File: config.mk
export PLATFORM = sky130hd
export DESIGN_NAME = button_debouncer_flat
export DESIGN_NICKNAME = d
export VERILOG_FILES = /design/src/rtl/btn_debounce_pkg.sv /design/src/rtl/button_debouncer_if.sv /design/src/rtl/debounce_channel.sv /design/src/rtl/button_debouncer.sv /design/src/flat_wrapper.sv
export SDC_FILE = /design/constraint.sdc
export NUM_CORES = 1
export LEC_CHECK = 0
export CORE_UTILIZATION = 45
export DETAILED_ROUTE_END_ITERATION = 7
export PLACE_DENSITY = 0.59
export SLEW_MARGIN = 20
export SYNTH_ARGS = -nofsm -noshare
export SYNTH_HDL_FRONTEND = slang
export SYNTH_SLANG_ARGS = --single-unit
File: constraint.sdc
create_clock -name clk -period 2.7 [get_ports clk]
set_input_delay 0.54 -clock clk [delete_from_list [all_inputs] [get_ports clk]]
set_output_delay 0.54 -clock clk [all_outputs]
set_load 0.005 [all_outputs]
File: src/rtl/btn_debounce_pkg.sv
// Shared types and constants for the four-channel push-button debouncer.
package btn_debounce_pkg;

  typedef enum logic [1:0] {
    LOW  = 2'd0,
    RISE = 2'd1,
    HIGH = 2'd2,
    FALL = 2'd3
  } btn_state_e;

  // 10 ms at 100 MHz; benches use the short interval below
  localparam int unsigned STABLE_CYCLES_DEFAULT = 1_000_000;
  localparam int unsigned SIM_STABLE_CYCLES     = 8;

endpackage

File: src/rtl/button_debouncer_if.sv
// Raw button pins in, debounced levels (and press pulses with BTN_PRESS_PULSE_EN) out.
interface button_debouncer_if;

  logic btn_up_raw;
  logic btn_down_raw;
  logic btn_left_raw;
  logic btn_right_raw;

  logic btn_up;
  logic btn_down;
  logic btn_left;
  logic btn_right;

`ifdef BTN_PRESS_PULSE_EN
  logic up_press;
  logic down_press;
  logic left_press;
  logic right_press;

  modport master (
    output btn_up_raw, btn_down_raw, btn_left_raw, btn_right_raw,
    input  btn_up, btn_down, btn_left, btn_right,
    input  up_press, down_press, left_press, right_press
  );

  modport slave (
    input  btn_up_raw, btn_down_raw, btn_left_raw, btn_right_raw,
    output btn_up, btn_down, btn_left, btn_right,
    output up_press, down_press, left_press, right_press
  );
`else
  modport master (
    output btn_up_raw, btn_down_raw, btn_left_raw, btn_right_raw,
    input  btn_up, btn_down, btn_left, btn_right
  );

  modport slave (
    input  btn_up_raw, btn_down_raw, btn_left_raw, btn_right_raw,
    output btn_up, btn_down, btn_left, btn_right
  );
`endif

endinterface

File: src/rtl/debounce_channel.sv
// One button: 2-flop synchronizer, LOW/RISE/HIGH/FALL filter FSM with stability counter,
// optional rising-edge press pulse when BTN_PRESS_PULSE_EN is defined.
module debounce_channel
  import btn_debounce_pkg::*;
#(
  parameter int unsigned STABLE_CYCLES = STABLE_CYCLES_DEFAULT
) (
  input  logic clk,
  input  logic reset,
  input  logic raw,
  output logic level
`ifdef BTN_PRESS_PULSE_EN
  ,
  output logic press
`endif
);

  localparam int unsigned CNT_W = $clog2(STABLE_CYCLES + 1);
  localparam logic [CNT_W-1:0] CNT_LAST = CNT_W'(STABLE_CYCLES - 1);

  logic             sync1_q;
  logic             sync2_q;
  btn_state_e       state_q;
  btn_state_e       state_d;
  logic [CNT_W-1:0] cnt_q;
  logic [CNT_W-1:0] cnt_d;
  logic             level_q;
  logic             level_d;

  // Bring the asynchronous pin into the clk domain
  always_ff @(posedge clk or negedge reset) begin
    if (!reset) begin
      sync1_q <= 1'b0;
      sync2_q <= 1'b0;
    end else begin
      sync1_q <= raw;
      sync2_q <= sync1_q;
    end
  end

  always_ff @(posedge clk or negedge reset) begin
    if (!reset) begin
      state_q <= LOW;
      cnt_q   <= '0;
      level_q <= 1'b0;
    end else begin
      state_q <= state_d;
      cnt_q   <= cnt_d;
      level_q <= level_d;
    end
  end

  // Counter tracks consecutive cycles at the candidate value; any disagreement restarts it
  always_comb begin
    state_d = state_q;
    cnt_d   = cnt_q;
    case (state_q)
      LOW: begin
        cnt_d = '0;
        if (sync2_q) begin
          state_d = RISE;
          cnt_d   = CNT_W'(1);
        end
      end
      RISE: begin
        if (!sync2_q) begin
          state_d = LOW;
          cnt_d   = '0;
        end else if (cnt_q == CNT_LAST) begin
          state_d = HIGH;
          cnt_d   = '0;
        end else begin
          cnt_d = cnt_q + CNT_W'(1);
        end
      end
      HIGH: begin
        cnt_d = '0;
        if (!sync2_q) begin
          state_d = FALL;
          cnt_d   = CNT_W'(1);
        end
      end
      FALL: begin
        if (sync2_q) begin
          state_d = HIGH;
          cnt_d   = '0;
        end else if (cnt_q == CNT_LAST) begin
          state_d = LOW;
          cnt_d   = '0;
        end else begin
          cnt_d = cnt_q + CNT_W'(1);
        end
      end
      default: begin
        state_d = LOW;
        cnt_d   = '0;
      end
    endcase
    level_d = (state_d == HIGH) || (state_d == FALL);
  end

  assign level = level_q;

`ifdef BTN_PRESS_PULSE_EN
  logic press_q;

  // Pulse on the same edge the level register goes 0->1
  always_ff @(posedge clk or negedge reset) begin
    if (!reset) begin
      press_q <= 1'b0;
    end else begin
      press_q <= level_d & ~level_q;
    end
  end

  assign press = press_q;
`endif

endmodule

File: src/rtl/button_debouncer.sv
// Four independent debounce channels for up/down/left/right buttons.
// Define BTN_PRESS_PULSE_EN to add the per-channel one-cycle press outputs.
module button_debouncer
  import btn_debounce_pkg::*;
#(
  parameter int unsigned STABLE_CYCLES = STABLE_CYCLES_DEFAULT
) (
  input logic                clk,
  input logic                reset,
  button_debouncer_if.slave  bus
);

  debounce_channel #(.STABLE_CYCLES(STABLE_CYCLES)) u_up (
    .clk   (clk),
    .reset (reset),
    .raw   (bus.btn_up_raw),
    .level (bus.btn_up)
`ifdef BTN_PRESS_PULSE_EN
    ,
    .press (bus.up_press)
`endif
  );

  debounce_channel #(.STABLE_CYCLES(STABLE_CYCLES)) u_down (
    .clk   (clk),
    .reset (reset),
    .raw   (bus.btn_down_raw),
    .level (bus.btn_down)
`ifdef BTN_PRESS_PULSE_EN
    ,
    .press (bus.down_press)
`endif
  );

  debounce_channel #(.STABLE_CYCLES(STABLE_CYCLES)) u_left (
    .clk   (clk),
    .reset (reset),
    .raw   (bus.btn_left_raw),
    .level (bus.btn_left)
`ifdef BTN_PRESS_PULSE_EN
    ,
    .press (bus.left_press)
`endif
  );

  debounce_channel #(.STABLE_CYCLES(STABLE_CYCLES)) u_right (
    .clk   (clk),
    .reset (reset),
    .raw   (bus.btn_right_raw),
    .level (bus.btn_right)
`ifdef BTN_PRESS_PULSE_EN
    ,
    .press (bus.right_press)
`endif
  );

endmodule
File: src/flat_wrapper.sv
// flat-port wrapper written by rule: the top's interface ports become plain ports
module button_debouncer_flat import btn_debounce_pkg::*;
#(
  parameter int unsigned STABLE_CYCLES = STABLE_CYCLES_DEFAULT
)
  (clk, reset, bus_btn_up_raw, bus_btn_down_raw, bus_btn_left_raw, bus_btn_right_raw, bus_btn_up, bus_btn_down, bus_btn_left, bus_btn_right);
  button_debouncer_if bus_i ();
  input logic clk;
  input logic reset;
  input wire logic [$bits(bus_i.btn_up_raw)-1:0] bus_btn_up_raw;
  input wire logic [$bits(bus_i.btn_down_raw)-1:0] bus_btn_down_raw;
  input wire logic [$bits(bus_i.btn_left_raw)-1:0] bus_btn_left_raw;
  input wire logic [$bits(bus_i.btn_right_raw)-1:0] bus_btn_right_raw;
  output wire logic [$bits(bus_i.btn_up)-1:0] bus_btn_up;
  output wire logic [$bits(bus_i.btn_down)-1:0] bus_btn_down;
  output wire logic [$bits(bus_i.btn_left)-1:0] bus_btn_left;
  output wire logic [$bits(bus_i.btn_right)-1:0] bus_btn_right;
  assign bus_i.btn_up_raw = bus_btn_up_raw;
  assign bus_i.btn_down_raw = bus_btn_down_raw;
  assign bus_i.btn_left_raw = bus_btn_left_raw;
  assign bus_i.btn_right_raw = bus_btn_right_raw;
  assign bus_btn_up = bus_i.btn_up;
  assign bus_btn_down = bus_i.btn_down;
  assign bus_btn_left = bus_i.btn_left;
  assign bus_btn_right = bus_i.btn_right;
  button_debouncer #(.STABLE_CYCLES(STABLE_CYCLES)) u_core (.clk(clk), .reset(reset), .bus(bus_i));
endmodule
==> out/qor.yml <==
outcome:
  status: "finished, final reports clean"
clocking:
  insertion_delay_ps: 370
  ctsHtreeMaxLevel: 3
  cts_tree: "yes"
  cts_setup_buffers: 0
  ctsResizeCount: 0
  cts_sinks: 100
  cts_hold_buf: 0
  clk_pin_slew_ps: 90
  cts_buffers: 9
  clockBufferDepth: 2
  root_buffer: "clkbuf_8"
detailed_routing:
  post_drt_wl_per_cell_um: 13.5
  drtIter0Drc: 88
  via_per_inst: 5.41
  drc_errors: 0
  antenna_left: 0
  first_pass_iters: 4
  vias: 3347
  wl_um: 8370
cells_and_area:
  diodes: 0
  final_util: 0.522
  nets: 491
  syn2layout_area_growth_pct: 10.6
  nFillCells: 901
  drive_above_1_share: 0.101
logic_synthesis:
  synth_top_area_share: 0.532
  synth_edf_count: 0
  ys.warnings.count: 0
  netlist_instances: 462
  netlist.top_cell.by_area: "dfrtp_1"
  netlist_top_cells_count: "dfrtp_1, nor2_1, xnor2_1, nand3_1, nand2_1"
  synth.area.top_cells: "dfrtp_1, xnor2_1, nor2_1, nand3_1, xor2_1"
  synth-seq-area-share: 0.532
  synth_seq_cells: 100
  synth.most_common_cell: "dfrtp_1"
  synth_cell_types: 42
  synth_area_per_cell_um2: 10.2
  synth_top_flop_cell: "dfrtp_1"
  syn-num-nets: 472
  netlist_area_um2: 4700
  synthArstFlopShare: 1.00
setup_path:
  critPathMaxStageDelay_ps: 640
  end_kind: "flop"
  crit_required_ps: 2960
  worstSetupStartpointType: "flop"
  crit_chain: "ha_1 > nand3_1 > or4_1 > nor3_2 > mux2_2"
  cp.arrival_ps: 2470
  criticalPathCategory: "reg2reg"
  crit_slowest_cell: "or4_1"
  crit_fanout: 7
global_routing:
  grt_max_degree: 44
  grt_pass1_vias: 3257
  grt_overflow: 0
  grt_pass1_wl_um: 15200
  grt.total_usage: 0.174
  antenna_found_initial: 0
power:
  leakage_nw: 1.98
  vdd.ir_drop.worst_mv: 0.452
  p_switching_mw: 0.583
  swShare: 0.226
  power.density_nw_per_um2: 496
  p_int_mw: 2.00
  seq_power_share: 0.592
  p_clk_frac: 0.371
  combPwrFrac: 0.037
timing:
  setup_violations: 0
  fmax_mhz: 453
  period_share: 0.818
  skew_ps: 6.53
  min_period_ps: 2210
  hold_viol: 0
  finalSetupTns_ps: 0
  worst_pin_slew_ps: 534
  slew_headroom: 0.641
  timing.hold.ws_ps: 145
  rsz0062_at_grt: "no"
  slew_violations: 0
placement:
  place_hpwl_um: 5690
  gp_congestion: 0.792
  portBuffers: 9
floorplan:
  dieHeight_um: 104
  die_area_um2: 10900
  pin_count: 10
  core-area_um2: 9950
  start_util: 0.473
  std_cell_rows: 36
  die_w_um: 104
hold_path:
  worst_hold_path_type: "in2async"
run:
  cap_violations: 0
per-layer routing:
layer  vias to the layer above  track usage  part of all wire
met3                         8       0.0533             0.031
met4                         0       0.0500             0.010
met2                        32        0.272              0.46
li1                       1671            -                 -
met1                      1636        0.235              0.49
met5                         -            0                 0
cell families (layout without fill, tap and decap cells):
group,after synthesis,after routing,share of synthesized area
AOI/OAI and AO/OA,53,53,0.0697
xor gates and xnor gates,54,54,0.101
adders and majority gates,4,4,0.0106
buffers and inverters,30,54,0.0269
DFF,100,100,0.532
muxes,8,8,0.0191
and+or+nand+nor,213,213,0.241
critical path: cells and delay by family (launching register included):
kind                       cells  cell delay (ps)
and+or+nand+nor                3             1130
adders and majority gates      1              200
DFF                            1              400
muxes                          1              370
metrics by stage:
| step | total power [mW] | cells | worst slack, ps | instance area, um^2 |
|---|---|---|---|---|
| 3_3_place_gp | 1.65 | 603 | 565 | 5000 |
| 5_1_grt | 2.71 | 619 | 354 | 5200 |
| 6_report | 2.58 | 619 | 492 | 5200 |
| 2_1_floorplan | 1.59 | 462 | 620 | 4700 |
| 3_5_place_dp | 1.66 | 603 | 498 | 5000 |
| 4_1_cts | 2.63 | 619 | 492 | 5200 |
flip-flops by register name (all words and copies together), names as in the netlist, 2 cells and up:
| register | cells |
|---|---|
| u_core.u_right.cnt_q | 20 |
| u_core.u_right.state_q | 2 |
| u_core.u_up.cnt_q | 20 |
| u_core.u_left.cnt_q | 20 |
| u_core.u_down.state_q | 2 |
| u_core.u_down.cnt_q | 20 |
| u_core.u_left.state_q | 2 |
| u_core.u_up.state_q | 2 |
cell usage in the layout (no fill, tap or decap), types with 10 or more instances in the layout:
cell,n
o21ai_0,10
nor2_1,70
nand3_1,27
dfrtp_1,100
xnor2_1,39
nor4_1,14
a21oi_1,21
nand4_1,16
clkbuf_8,10
xor2_1,15
nand2_1,22
or3_1,14
inv_1,20
or4_1,14
o31ai_1,10
area by class of cell:
cell class	count	area, um^2	area share
sequential	100	2500	0.481
clock buffer	10	138	0.0265
timing repair buffer	18	180	0.0346
tap	133	166	0.0320
clock inverter	6	63.8	0.0123
inverter	20	75.1	0.0144
multi-input combinational	332	2080	0.399
power groups by stage:
| stage | Combinational, mW | Clock [mW] | Sequential, mW |
|---|---|---|---|
| final | 0.0944 | 0.957 | 1.53 |
| after global routing | 0.111 | 1.06 | 1.53 |
| after CTS | 0.0992 | 1.01 | 1.53 |
| after detailed placement | 0.0985 | 0 | 1.56 |
| after global placement | 0.0977 | 0 | 1.56 |
| after floorplan | 0.0400 | 0 | 1.55 |
path summary, 6_finish.rpt:
check | start | to | slack, ps | cells after the start
setup / recovery | u_core.u_up.cnt_q[0]$_DFF_PN0_ | u_core.u_up.level$_DFF_PN0_ | 490 | 5
hold / removal | reset | u_core.u_right.cnt_q[7]$_DFF_PN0_ | 140 | 1
setup reg to reg | u_core.u_up.cnt_q[0]$_DFF_PN0_ | u_core.u_up.level$_DFF_PN0_ | 490 | 5
hold reg to reg | u_core.u_left.sync1_q$_DFF_PN0_ | u_core.u_left.sync2_q$_DFF_PN0_ | 360 | 0
max in group asynchronous | reset | u_core.u_up.cnt_q[13]$_DFF_PN0_ | 1920 | 2
min in group clk | u_core.u_left.sync1_q$_DFF_PN0_ | u_core.u_left.sync2_q$_DFF_PN0_ | 360 | 0
Note: power is estimated with default switching activity, not from simulation.
